$ cat src/rtl/simon_sequencer.sv
// simon_sequencer: Simon Says game engine.
// Each round grows a stored colour sequence by one random step. The whole
// sequence is then replayed on one-hot LEDs, and the player's presses are
// checked against it. The game ends in WON (at MAX_LEN) or LOST.
//
// state        | meaning
// -------------+-------------------------------------------------------
// S_IDLE       | after reset, waiting for start
// S_EXTEND     | one cycle: append rand_num, restart playback at step 0
// S_PLAY_ON    | LED for mem[idx] lit for ON_CYCLES cycles
// S_PLAY_OFF   | LEDs dark for OFF_CYCLES cycles, then next step or input
// S_WAIT_INPUT | compare each btn press with mem[idx], no timeout
// S_WON        | full MAX_LEN sequence entered correctly, all LEDs lit
// S_LOST       | wrong button pressed
module simon_sequencer #(
  parameter int MAX_LEN    = 16,
  parameter int ON_CYCLES  = 25_000_000,
  parameter int OFF_CYCLES = 12_500_000
) (
  input  logic       clock,
  input  logic       reset,
  input  logic [1:0] rand_num,
  input  logic       start,
  input  logic       btn_valid,
  input  logic [1:0] btn,
  output logic [3:0] led,
  output logic       awaiting_input,
  output logic       game_won,
  output logic       game_over,
  output logic [6:0] seq_len
);

  localparam int IDX_W = (MAX_LEN > 1) ? $clog2(MAX_LEN) : 1;
  localparam int TMAX  = (ON_CYCLES > OFF_CYCLES) ? ON_CYCLES : OFF_CYCLES;
  localparam int TMR_W = (TMAX > 1) ? $clog2(TMAX) : 1;

  localparam logic [TMR_W-1:0] ON_LAST  = TMR_W'(ON_CYCLES - 1);
  localparam logic [TMR_W-1:0] OFF_LAST = TMR_W'(OFF_CYCLES - 1);
  localparam logic [6:0]       LEN_MAX  = 7'(MAX_LEN);

  typedef enum logic [2:0] {
    S_IDLE,
    S_EXTEND,
    S_PLAY_ON,
    S_PLAY_OFF,
    S_WAIT_INPUT,
    S_WON,
    S_LOST
  } state_t;

  state_t             state_q, state_d;
  logic [6:0]         len_q, len_d;
  logic [IDX_W-1:0]   idx_q, idx_d;
  logic [TMR_W-1:0]   timer_q, timer_d;
  logic [1:0]         mem_q [MAX_LEN];
  logic               mem_we;

  logic [1:0] cur_colour;
  logic       last_idx;

  assign cur_colour = mem_q[idx_q];
  assign last_idx   = (7'(idx_q) == (len_q - 7'd1));

  // Control registers; reset returns to IDLE with an empty sequence.
  always_ff @(posedge clock or negedge reset) begin
    if (!reset) begin
      state_q <= S_IDLE;
      len_q   <= '0;
      idx_q   <= '0;
      timer_q <= '0;
    end else begin
      state_q <= state_d;
      len_q   <= len_d;
      idx_q   <= idx_d;
      timer_q <= timer_d;
    end
  end

  // Sequence memory has no reset: entries are only read after being written.
  always_ff @(posedge clock) begin
    if (mem_we) mem_q[len_q[IDX_W-1:0]] <= rand_num;
  end

  // Next-state logic for the game FSM, playback timer and index.
  always_comb begin
    state_d = state_q;
    len_d   = len_q;
    idx_d   = idx_q;
    timer_d = timer_q;
    mem_we  = 1'b0;
    case (state_q)
      S_IDLE, S_WON, S_LOST: begin
        if (start) begin
          len_d   = '0;
          state_d = S_EXTEND;
        end
      end
      S_EXTEND: begin
        // EXTEND is only entered while len < MAX_LEN, so the write slot exists.
        mem_we  = 1'b1;
        len_d   = len_q + 7'd1;
        idx_d   = '0;
        timer_d = '0;
        state_d = S_PLAY_ON;
      end
      S_PLAY_ON: begin
        if (timer_q == ON_LAST) begin
          timer_d = '0;
          state_d = S_PLAY_OFF;
        end else begin
          timer_d = timer_q + TMR_W'(1);
        end
      end
      S_PLAY_OFF: begin
        if (timer_q == OFF_LAST) begin
          timer_d = '0;
          if (last_idx) begin
            idx_d   = '0;
            state_d = S_WAIT_INPUT;
          end else begin
            idx_d   = idx_q + IDX_W'(1);
            state_d = S_PLAY_ON;
          end
        end else begin
          timer_d = timer_q + TMR_W'(1);
        end
      end
      S_WAIT_INPUT: begin
        // start is deliberately not looked at here; a press always wins.
        if (btn_valid) begin
          if (btn != cur_colour) begin
            state_d = S_LOST;
          end else if (!last_idx) begin
            idx_d = idx_q + IDX_W'(1);
          end else if (len_q == LEN_MAX) begin
            state_d = S_WON;
          end else begin
            state_d = S_EXTEND;
          end
        end
      end
      default: state_d = S_IDLE;
    endcase
  end

  // Moore output decode from registered state, length and current entry.
  always_comb begin
    led            = 4'b0000;
    awaiting_input = 1'b0;
    game_won       = 1'b0;
    game_over      = 1'b0;
    seq_len        = len_q;
    case (state_q)
      S_PLAY_ON:    led = 4'b0001 << cur_colour;
      S_WAIT_INPUT: awaiting_input = 1'b1;
      S_WON: begin
        game_won = 1'b1;
        led      = 4'b1111;
      end
      S_LOST:       game_over = 1'b1;
      default:      led = 4'b0000;
    endcase
  end

endmodule

$ cat config.mk
export PLATFORM = sky130hd
export DESIGN_NAME = simon_sequencer
export DESIGN_NICKNAME = d
export VERILOG_FILES = /design/src/rtl/simon_sequencer.sv
export SDC_FILE = /design/constraint.sdc
export NUM_CORES = 1
export LEC_CHECK = 0
export ABC_AREA = 1
export CAP_MARGIN = 0
export CELL_PAD_IN_SITES_DETAIL_PLACEMENT = 1
export CELL_PAD_IN_SITES_GLOBAL_PLACEMENT = 1
export CORE_UTILIZATION = 37
export CTS_BUF_LIST = sky130_fd_sc_hd__clkbuf_8 sky130_fd_sc_hd__clkbuf_16
export CTS_CLUSTER_DIAMETER = 120
export DETAILED_ROUTE_END_ITERATION = 6
export PLACE_DENSITY_LB_ADDON = 0.2
export SYNTH_ARGS = -nofsm -noshare
export SYNTH_HDL_FRONTEND = slang
export SYNTH_SLANG_ARGS = --single-unit
$ cat constraint.sdc
create_clock -name clock -period 4.5 [get_ports clock]
set_input_delay 1.35 -clock clock [delete_from_list [all_inputs] [get_ports clock]]
set_output_delay 1.35 -clock clock [all_outputs]
set_load 0.02 [all_outputs]
[Yosys cells after proc, flatten, opt, wreduce, memory -nomap -nowiden]
Memory sizes are Yosys's and may differ from the RTL's.
Index checks and enable logic that the tools add are counted.
Storage, ports and cells
  register bits after elaboration: 39
  bits in latches: 0
  bits in writable memories: 32
  ROM bits: 0
  input port bits: 8
  word-level logic and storage cells: 63
  memories kept: 1
Memory list
  mem_q: depth 16, bits a word 2, rd ports 1, clocked after Yosys merged registers in 0, wr ports 1, line 55  | logic [1:0] mem_q [MAX_LEN];
Operators by class
  add/sub/neg operators: 4
  $mul: 0
  div/mod/pow operators: 0
  order comparisons: 0
  equality and inequality tests: 18
  shifts and indexed selects: 1
  muxes and demuxes: 27
  bitwise logic cells: 0
  reduce and logical (&&, ||, !) cells: 8
Operators by type and width (number)
  case mux 25 bit (3 select lines): 1
  two-way mux 25 bit: 2
  adder 25 x 1 -> 25 bit, second input constant: 1
  == test 25 x 24 -> 1 bit, second input constant: 1
  == test 25 bit, second input constant: 1
  two-way mux 3 bit: 8
  two-way mux 4 bit: 5
  case mux 3 bit (5 select lines): 1
  case mux 7 bit (2 select lines): 1
  != test 2 bit, second input constant: 6
  case mux 4 bit (3 select lines): 1
  AND reduction 5 bit: 2
  == test 3 bit, second input constant: 3
  case mux 4 bit (2 select lines): 1
  adder 7 x 1 -> 7 bit, second input constant: 1
  == test 4 x 7 -> 1 bit: 1
  == test 7 x 5 -> 1 bit, second input constant: 1
  two-way mux 7 bit: 1
  subtractor 7 x 1 -> 7 bit, second input constant: 1
  == test 3 x 2 -> 1 bit, second input constant: 2
  two-way mux 1 bit: 6
  nonzero test 3 bit: 2
  adder 4 x 1 -> 4 bit, second input constant: 1
  << shifter 1 x 2 -> 4 bit, first input constant: 1
  other kinds (7): 7

[Depth between registers and ports, before layout]
Gate-level depths: netlist of run 1.
  depth after elaboration: 6
  gate-level depth with buffers: 16
  depth with buffers taken out: 16

[Worst setup path after synthesis of run 1]
Ideal clock, no wire load.
  kind: flip-flop to output port
  start: register idx_q[0]
  end: output led[1]
  data arrival time: 1578 ps
  data required time: 3150 ps
  path slack: 1572 ps
  stages on the path, launching flop included: 10
  buffers on the path: 2
  cell sequence: dfrtp_1 > buf_6 > buf_6 > nand2_1 > nand3_1 > nand3_1 > nand3_1 > nand2_1 > nand2_1 > o21ai_0
On the way
  word-level cells in the longest chain between the ends: 3
Ends and longest elaborated chain
  start: declaration: line 53  | logic [IDX_W-1:0] idx_q, idx_d;
  start signal: assignment: line 74  | idx_q <= idx_d;
  memory (16 x 2 bit)
  << shifter 1 x 2 -> 4 bit: line 154  | S_PLAY_ON: led = 4'b0001 << cur_colour;
  case mux 4 bit (2 select lines): line 153  | case (state_q)
  end: declaration: line 26  | output logic [3:0] led,
No other way between the ends.

[Worst setup path after layout of run 1]
  start: register idx_q[0]
  end: output led[2]
The elaborated chain is that of the path after synthesis.

==> impl_results.md, run 1 <==
* Outcome: complete, no violations
* CTS tree: yes
* Required @ worst endpoint at 3.15 ns
* Num CTS Buffers at 9
* Multi-input logic area at between 1500 and 2000 um^2
* Via density at 5.19
* Post-synthesis compound-gate area fraction at 7.51%
* DP Worst Slack at 0.641 ns
* CP Class: flip-flop to primary output
* Largest family of logic cells by synthesized area: simple AND/OR/NAND/NOR gates
* Post-CTS Setup Bufs at 0
* Cell Rows at 38
* Post-Synth Adder-Cell Area at 2.10%
* Final setup violation count at 0
* Setup_tns at 0 ns
* Post-Synthesis Cells at 528
* Via Count at 3620
* First-pass GRT wire length at 19600 um
* Distinct cells, synth at 35
* Maximum operating frequency at between 0.2 and 0.25 GHz
* Design area at 4670 um^2
* Worst vdd ir at 0.177 mV
* Initial antenna violation count at 0
* Routed wire length on met3 at 195 um
* Fin crit share at 94.3%
* Cell area after synthesis at 4170 um^2
* Met2 wire len at approximately 6400 um
* Hold crit path type: flip-flop to flip-flop
* Logic pwr share at roughly two fifths
* Vias in the first global route at 3931
* Seq cells post-synth at 71
* Yosys Warn Count at 0
* Die area at 11700 um^2
* Critical Path End Type: primary output
* Flop pwr share at between 30% and 40%
* Core ar. at around 11000 um^2
* Iter 0 DRT Violations at 116
* Clock skew at 0.00797 ns
* N_diodes at 0
* Synthesized Nets at 543
* Initial core utilization at 38.3%
* Fill count at 1342
* Final net count at 567
* Least-Margin Pin Slew at 0.977 ns
* Largest net degree at the start of global routing at 40
* Most frequent cell after synthesis: nand2_1
* Crit path top cell by count: nand3_1
* Slowest library cell on the worst path: dfrtp_1
* Total GRT Usage at about 22%
* Maximum clock path buffer count at 2
* EDFF count, synth at 32
* Post-Synth Simple-Gate Area at roughly 33%
* Net Sw Frac at between 40% and 50%
* Worst path cell trace: inv_2 > nand2_1 > nand3_1 > nand3_1 > nand3_1 > nand2_1 > inv_1 > o21ai_0 > clkdlybuf4s50_1
* CP Max Fanout at 21
* Final WL at 11800 um
* Crit path launch type: flip-flop
* Layout cell share with drive strength beyond 1 at 8.44%
* Clock transition at path regs at 0.09 ns
* Synth area leader: dfrtp_1
* I/O pin cnt at 22
* Worst slew margin at 34.9%
* CTS sink count at 71
* Main flop type after synthesis: dfrtp_1
* Clk_lat worst skew at 0.36 ns
* Critical path arrival at 2.90 ns
* P_sw at about 960 uW
* Top Metal Used: met4
* Fraction of the yosys area taken by sequential cells at 46.5%
* P_leak at 0.00197 uW
* Die Width at 108 um
* Post-synth top area share at a little under a quarter
* Internal power at 1180 uW
* FFs w/ async S/R, synth at 54.9%
* Drc violations at 0
* Detail Route Antenna Nets at 0
* Xor/xnor share of the synthesized area at between 2 and 2.5%
* Height of the die at 108 um
* DRT met1 WL at 4910 um
* Clock power share at 23.3%
* Layout area overhead at 12.2%
* Pwr/cell area at 458 nW/um^2
* Mean area per synthesized cell at roughly 8 um^2
* MaxCap Viol Count at 0
* Clk root buf: clkbuf_8
* Final Hold Viols at 0
* Synth top cells by count: nand2_1, inv_1, nor2_1
* Unrepaired setup endpoints after global routing: no
* GPL Wtd Cong at 0.798
* Mux cell area share after synthesis at 0%
* Largest stage delay, worst path at 0.78 ns
* Final Slew Violations at 0
* Drt first pass iters at 4
* Top cells by area, synth: dfrtp_1, edfxtp_1, nand2_1
* Remaining Overflow, GRT at 0
* Resized Gates After CTS at 0
* Cell Area, Placed at about 4500 um^2
* CTS H-tree depth at 3
* Setup ws final at between 0.2 and 0.3 ns
* # port buffers at 21
* DR WL/cell at 16.9 um
* Clock period minus worst slack at 4.25 ns
* HPWL Detailed at 8830 um
* Hold-fix buffers, CTS at 0
* FF+latch area at 1940 um^2
* Fin util at 42.9%
## per-layer routing
metal	global-route usage [%]	up-vias
met5	0	-
met4	7.44	0
met3	3.98	17
met2	42.6	31
met1	24.9	1804
li1	-	1768
## cell usage in the layout (no fill, tap or decap), drive strengths merged
cell type | netlist | routed
a21boi | 1 | 1
a21oi | 11 | 11
a22o | 1 | 1
a31oi | 2 | 2
buf | 7 | 1
clkbuf | 1 | 9
clkdlybuf4s50 | 0 | 20
clkinv | 1 | 2
clkinvlp | 0 | 2
dfrtp | 39 | 39
edfxtp | 32 | 32
ha | 7 | 7
inv | 80 | 84
nand2 | 148 | 148
nand3 | 43 | 43
nand3b | 1 | 1
nand4 | 16 | 16
nor2 | 65 | 65
nor3 | 16 | 16
nor4 | 4 | 4
o211ai | 2 | 2
o21ai | 27 | 27
o21bai | 1 | 1
o22ai | 9 | 9
o31ai | 2 | 2
or2 | 1 | 1
xnor2 | 1 | 1
xor2 | 10 | 10
## per-stage QoR
stage / hold WS [ns] / power [uW] / std cells
floorplan: 0.490 / 1390 / 528
global placement: 0.521 / 1630 / 681
detailed placement: 0.523 / 1660 / 681
CTS: 0.549 / 2160 / 697
global route: 0.583 / 2300 / 697
finish: 0.549 / 2140 / 697
## power groups by stage
stage / registers (uW) / clock network (uW) / logic, uW
6_report: 825 / 499 / 818
4_1_cts: 822 / 509 / 829
2_1_floorplan: 808 / 0 / 580
3_3_place_gp: 830 / 0 / 803
3_5_place_dp: 836 / 0 / 825
5_1_grt: 836 / 529 / 930
## registers in the layout, indices dropped and copies added (netlist names)
register and flops:
seq_len 7, mem_q 32, state_q 3, timer_q 25, idx_q 4
## worst paths after layout
kind	start	to	slack [ns]	cells past startpoint
worst min-delay path	timer_q[1]$_DFFE_PN0P_	timer_q[1]$_DFFE_PN0P_	0.55	1
max in group asynchronous	reset	timer_q[6]$_DFFE_PN0P_	2.75	1
min in group asynchronous	reset	timer_q[11]$_DFFE_PN0P_	1.15	1
worst max register to register	idx_q[0]$_DFFE_PN0P_	idx_q[0]$_DFFE_PN0P_	2.16	13
worst max-delay path	idx_q[0]$_DFFE_PN0P_	led[2]	0.25	9
worst min register to register	timer_q[1]$_DFFE_PN0P_	timer_q[1]$_DFFE_PN0P_	0.55	1
## cell families (layout without fill, tap and decap cells)
| logic type | after synthesis | in the layout |
|---|---|---|
| compound gates | 56 | 56 |
| fa+ha+maj | 7 | 7 |
| flops | 71 | 71 |
| simple gates | 294 | 294 |
| buf+inv | 89 | 118 |
| xor+xnor | 11 | 11 |
## layout make-up
type | count | area share, %
Timing Repair Buffer | 21 | 4.39
Multi-Input combinational cell | 368 | 39.9
Inverter | 81 | 6.51
Tap cell | 140 | 3.75
Sequential cell | 71 | 41.4
Clock inverter | 7 | 1.31
Clock buffer | 9 | 2.65
## critical path, delay by kind of cell (launching register included)
| family | cells | cell delay (ns) |
|---|---|---|
| buf+inv | 3 | 1.03 |
| flops | 1 | 0.78 |
| simple gates | 5 | 0.56 |
| compound gates | 1 | 0.17 |
Note: power is estimated with default switching activity, not from simulation.
==> inputs of run 2 (changes only) <==
CORE_ASPECT_RATIO = 0.9   (was unset)
GPL_TIMING_DRIVEN = 0   (was unset)
==> impl_results.md, run 2 (same netlist as run 1, synthesis figures left out) <==
* Hold crit path type: flip-flop to flip-flop (unchanged)
* Clock transition at path regs at 0.06 ns (was 0.09 ns)
* Largest stage delay, worst path at 0.63 ns (was 0.78 ns)
* First-pass GRT wire length at 18900 um (was 19600 um)
* Drt first pass iters at 4 (unchanged)
* Final WL at 11200 um (was 11800 um)
* Remaining Overflow, GRT at 0 (unchanged)
* Crit path launch type: flip-flop (unchanged)
* Via Count at 3577 (was 3620)
* Initial antenna violation count at 0 (unchanged)
* Largest net degree at the start of global routing at 34 (was 40)
* Worst path cell trace: buf_6 > buf_6 > nand2_1 > nand3_1 > nand3_1 > nand3_1 > nand2_1 > nand2_1 > o21ai_0 > clkdlybuf4s50_1 (was inv_2 > nand2_1 > nand3_1 > nand3_1 > nand3_1 > nand2_1 > inv_1 > o21ai_0 > clkdlybuf4s50_1)
* I/O pin cnt at 22 (unchanged)
* P_leak at 0.00206 uW (was 0.00197 uW)
* Met3 usage at 3.59% (was 3.98%)
* DR WL/cell at 15.6 um (was 16.9 um)
* GPL Wtd Cong at 0.802 (was 0.798)
* Fin crit share at 85.9% (was 94.3%)
* Final Slew Violations at 0 (unchanged)
* Clk root buf: clkbuf_16 (was clkbuf_8)
* Most frequent cells in the layout: nand2_1, inv_1, nor2_1, nand3_1, dfrtp_1 (unchanged)
* Final Hold Viols at 0 (unchanged)
* Commonest non-fill, non-tap cell in the layout: nand2_1 (unchanged)
* Core ar. at 10900 um^2 (about the same)
* DP Worst Slack at 1.00 ns (was 0.641 ns)
* MaxCap Viol Count at 0 (unchanged)
* Iter 0 DRT Violations at 222 (was 116)
* Critical Path End Type: primary output (unchanged)
* Setup_tns at 0 ns (unchanged)
* Reg-to-reg critical path startpoint: seq_len[0]$_DFFE_PN0P_ (was idx_q[0]$_DFFE_PN0P_)
* Required @ worst endpoint at 3.15 ns (about the same)
* CP Max Fanout at 10 (was 21)
* Post-CTS Setup Bufs at 0 (unchanged)
* Detail Route Antenna Nets at 0 (unchanged)
* Resized Gates After CTS at 0 (unchanged)
* N_diodes at 0 (unchanged)
* CTS sink count at 71 (unchanged)
* Clk_lat worst skew at 0.34 ns (was 0.36 ns)
* CP Class: flip-flop to primary output (unchanged)
* Slowest library cell on the worst path: clkdlybuf4s50_1 (was dfrtp_1)
* Hold-fix buffers, CTS at 0 (unchanged)
* CTS tree: yes (unchanged)
* Layout cell share with drive strength beyond 1 at 9.72% (was 8.44%)
* Via density at 4.98 (was 5.19)
* GRT met1 Usage at 31.7% (was 24.9%)
* Overall power at 2360 uW (was 2140 uW)
* Worst reg2reg path depth at 11 (was 13)
* Pwr/cell area at 485 nW/um^2 (was 458 nW/um^2)
* Hold EP: timer_q[1]$_DFFE_PN0P_ (unchanged)
* CTS H-tree depth at 3 (unchanged)
* FF+latch area at 1940 um^2 (unchanged)
* Total GRT Usage at 21.0% (was 22.4%)
* Final setup violation count at 0 (unchanged)
* Drc violations at 0 (unchanged)
* Largest register FFs at 32 (unchanged)
* WHS Path Cells at 1 (unchanged)
* Maximum clock path buffer count at 2 (unchanged)
* Unrepaired setup endpoints after global routing: no (unchanged)
* # port buffers at 21 (unchanged)
* Worst vdd ir at 0.245 mV (was 0.177 mV)
* Global routing's busiest layer: met1 (was met2)
* Vias in the first global route at 3698 (was 3931)
* Die Width at 114 um (was 108 um)
* Worst slew margin at 61.1% (was 34.9%)
* Maximum operating frequency at 0.259 GHz (was 0.236 GHz)
* Layout area overhead at 16.9% (was 12.2%)
* Least-Margin Pin Slew at 0.582 ns (was 0.977 ns)
* Die area at 11700 um^2 (about the same)
* Multi-input logic area at 1870 um^2 (unchanged)
* Clock skew at 0.00764 ns (was 0.00797 ns)
* Clock period minus worst slack at 3.86 ns (was 4.25 ns)
* Critical path arrival at 2.51 ns (was 2.90 ns)
* Reg2reg end: idx_q[3]$_DFFE_PN0P_ (was idx_q[0]$_DFFE_PN0P_)
* FF-to-FF setup slack at 2.28 ns (was 2.16 ns)
* Outcome: complete, no violations (unchanged)
* Final net count at 576 (was 567)
* Fill count at 1372 (was 1342)
* Setup ws final at 0.636 ns (was 0.254 ns)
* Met2 Use GR at 31.5% (was 42.6%)
* HPWL Detailed at 8370 um (was 8830 um)
* Num CTS Buffers at 9 (unchanged)
* Initial core utilization at 38.2% (was 38.3%)
* Height of the die at 103 um (was 108 um)
* Cell Rows at 36 (was 38)
* Startpoint of the worst hold path: timer_q[1]$_DFFE_PN0P_ (unchanged)
run 2: routing by layer:
metal / share of wire (%) / wire [um]
met1: 54 / 5980
met2: 42 / 4680
met3: 3.6 / 403
met4: 0.96 / 107
met5: 0 / 0
run 2: worst max-delay path by stage:
stage	from	end	slack, ns	depth (start not counted)
final	idx_q[0]$_DFFE_PN0P_	led[3]	0.64	10
after floorplan	idx_q[0]$_DFFE_PN0P_	led[1]	1.57	9
after global routing	idx_q[0]$_DFFE_PN0P_	led[3]	0.49	10
after CTS	idx_q[0]$_DFFE_PN0P_	led[3]	0.61	10
after global placement	reset	timer_q[1]$_DFFE_PN0P_	0.91	1
after detailed placement	idx_q[0]$_DFFE_PN0P_	led[3]	1.00	10
run 2: cell type report:
class / instances / area share [%]
multi-input cells: 368 / 38.4
repair buffers: 22 / 4.63
clock buffers: 9 / 4.63
inverters: 81 / 6.25
flip-flops and latches: 71 / 39.8
well taps: 152 / 3.91
clock inverters: 7 / 1.26
plain buffers: 8 / 1.18
run 2: worst max-delay path: cells and delay by family, from the launching register on:
kind / cells / cell delay (ns)
buf+inv: 3 / 0.93
simple gates: 6 / 0.63
flops: 1 / 0.41
compound gates: 1 / 0.18
run 2: through the flow:
stage | hold WS, ns | std cells | instance area [um^2] | utilization, %
after floorplan | 0.490 | 528 | 4170 | -
after global placement | 0.521 | 701 | 4570 | 41.9
after detailed placement | 0.532 | 702 | 4580 | 42.0
after CTS | 0.545 | 718 | 4870 | 44.7
after global routing | 0.597 | 718 | 4870 | 44.7
final | 0.540 | 718 | 4870 | 44.7
run 2: where the power goes:
group / leakage (uW) / switching, uW / internal, uW / total [uW]
clock: 0.000135 / 309 / 384 / 693
sequential: 0.000823 / 66.4 / 737 / 803
combinational: 0.00111 / 603 / 260 / 864
==> inputs of run 3 (changes only) <==
CORE_UTILIZATION = 25   (was 37)
==> impl_results.md, run 3 (same netlist as run 1, synthesis figures left out) <==
* WHS Path Cells at 1 (unchanged)
* Die Width at 138 um (was 114 um)
* Drt first pass iters at 4 (unchanged)
* Clk_lat worst skew at 0.35 ns (was 0.34 ns)
* Critical Path End Type: primary output (unchanged)
* Worst reg2reg path depth at 13 (was 11)
* Worst path cell trace: clkinv_1 > nand3_1 > nand3_1 > nand3_1 > nand3_1 > o21ai_0 > clkdlybuf4s50_1 (was buf_6 > buf_6 > nand2_1 > nand3_1 > nand3_1 > nand3_1 > nand2_1 > nand2_1 > o21ai_0 > clkdlybuf4s50_1)
* N_diodes at 0 (unchanged)
* Hold-fix buffers, CTS at 0 (unchanged)
* Fin Hold WS at 0.562 ns (was 0.540 ns)
* Hold crit path type: flip-flop to flip-flop (unchanged)
* Final setup violation count at 0 (unchanged)
* Maximum clock path buffer count at 2 (unchanged)
* Pwr/cell area at 477 nW/um^2 (was 485 nW/um^2)
* Largest net degree at the start of global routing at 33 (was 34)
* Crit path launch type: flip-flop (unchanged)
* Vias in the first global route at 3740 (was 3698)
* Layout cell share with drive strength beyond 1 at 9.01% (was 9.72%)
* Fill count at 1939 (was 1372)
* WP depth at 7 (was 10)
* Num CTS Buffers at 9 (unchanged)
* Via Count at 3588 (was 3577)
* CTS tree: yes (unchanged)
* MaxCap Viol Count at 0 (unchanged)
* Maximum operating frequency at 0.250 GHz (was 0.259 GHz)
* CP Class: flip-flop to primary output (unchanged)
* Detail Route Antenna Nets at 0 (unchanged)
* Resized Gates After CTS at 0 (unchanged)
* Clock transition at path regs at 0.06 ns (about the same)
* GPL Wtd Cong at 0.778 (was 0.802)
* # port buffers at 21 (unchanged)
* Least-Margin Pin Slew at 0.603 ns (was 0.582 ns)
* Number of buffers and inverters on the critical path at 2 (was 3)
* Crit path top cell by count: nand3_1
* First-pass GRT wire length at 20500 um (was 18900 um)
* CTS sink count at 71 (unchanged)
* Worst slew margin at 59.7% (was 61.1%)
* Required @ worst endpoint at 3.15 ns (about the same)
* Layout area overhead at 17.8% (was 16.9%)
* Initial core utilization at 25.7% (was 38.2%)
* Clock period minus worst slack at 4.00 ns (was 3.86 ns)
* Most frequent cells in the layout: nand2_1, inv_1, nor2_1, nand3_1, dfrtp_1 (unchanged)
* Clock skew at 0.00622 ns (was 0.00764 ns)
* Remaining Overflow, GRT at 0 (unchanged)
* Largest stage delay, worst path at 0.66 ns (was 0.63 ns)
* Post-CTS Setup Bufs at 0 (unchanged)
* Clk root buf: clkbuf_16 (unchanged)
* Total GRT Usage at 15.7% (was 21.0%)
* Iter 0 DRT Violations at 205 (was 222)
* Slowest library cell on the worst path: clkdlybuf4s50_1 (unchanged)
* I/O pin cnt at 22 (unchanged)
* Fin crit share at 88.9% (was 85.9%)
* HPWL Detailed at 9320 um (was 8370 um)
* Core ar. at 16200 um^2 (was 10900 um^2)
* CTS H-tree depth at 3 (unchanged)
* Via density at 4.64 (was 4.98)
* Cell Rows at 44 (was 36)
* Setup_tns at 0 ns (unchanged)
* DR WL/cell at 16.1 um (was 15.6 um)
* CP Max Fanout at 10 (unchanged)
* Drc violations at 0 (unchanged)
* Commonest non-fill, non-tap cell in the layout: nand2_1 (unchanged)
* Critical path arrival at 2.65 ns (was 2.51 ns)
* Largest register FFs at 32 (unchanged)
* Die area at 17200 um^2 (was 11700 um^2)
* Final net count at 576 (unchanged)
* Unrepaired setup endpoints after global routing: no (unchanged)
* Final WL at 12500 um (was 11200 um)
* Initial antenna violation count at 0 (unchanged)
* Height of the die at 124 um (was 103 um)
* Final Hold Viols at 0 (unchanged)
* Outcome: complete, no violations (unchanged)
* P_leak at 0.00206 uW (about the same)
* CP delay by family, top: buffers and inverters (unchanged)
* Final Slew Violations at 0 (unchanged)
* Worst vdd ir at 0.213 mV (was 0.245 mV)
[run 3: worst reg2reg max path, cell delays in order, from the launching register on]
cell,delay [ns]
dfrtp_1,0.55
inv_1,0.18
ha_1,0.34
inv_1,0.06
nand2_1,0.07
nand4_1,0.09
nor2_1,0.09
nand2_1,0.09
nor2_1,0.19
nor2_1,0.06
nand3_1,0.10
nand2_2,0.10
nand2_1,0.09
o21ai_1,0.06
[run 3: layer usage]
layer | vias to the layer above | track usage, % | part of all wire [%]
li1 | 1790 | - | -
met1 | 1743 | 22.4 | 53
met2 | 41 | 23.4 | 42
met3 | 14 | 3.54 | 3.4
met4 | 0 | 5.24 | 1.4
met5 | - | 0 | 0
[run 3: area by class of cell]
type	count	area, um^2	area share (%)
inverter	81	304	6.20
multi-input combinational	368	1870	38.0
sequential	71	1940	39.5
timing repair buffer	22	225	4.59
clock buffer	9	225	4.59
clock inverter	7	32.5	0.663
tap	207	259	5.28
buffer	8	57.6	1.17
[run 3: per-stage QoR]
step / instances / utilization (%) / setup WS [ns] / power [uW] / instance area, um^2
floorplan: 528 / - / 1.57 / 1390 / 4170
global placement: 756 / 28.6 / 0.808 / 1700 / 4630
detailed placement: 757 / 28.7 / 0.842 / 1730 / 4650
CTS: 773 / 30.3 / 0.460 / 2380 / 4910
global route: 773 / 30.3 / 0.312 / 2520 / 4910
finish: 773 / 30.3 / 0.499 / 2340 / 4910
[run 3: worst paths after layout]
check	start	to	slack [ns]
worst max-delay path	idx_q[1]$_DFFE_PN0P_	led[0]	0.50
worst min-delay path	timer_q[0]$_DFFE_PN0P_	timer_q[0]$_DFFE_PN0P_	0.56
worst max register to register	seq_len[0]$_DFFE_PN0P_	state_q[0]$_DFFE_PN0P_	2.30
worst min register to register	timer_q[0]$_DFFE_PN0P_	timer_q[0]$_DFFE_PN0P_	0.56
max in group asynchronous	reset	timer_q[7]$_DFFE_PN0P_	3.18
min in group asynchronous	reset	seq_len[2]$_DFFE_PN0P_	0.86
[run 3: report_power, final]
group	internal [uW]	switching [uW]	total, uW
Clock	363	274	636
Combinational	261	633	894
Sequential	738	70.6	808
Total	1360	977	2340
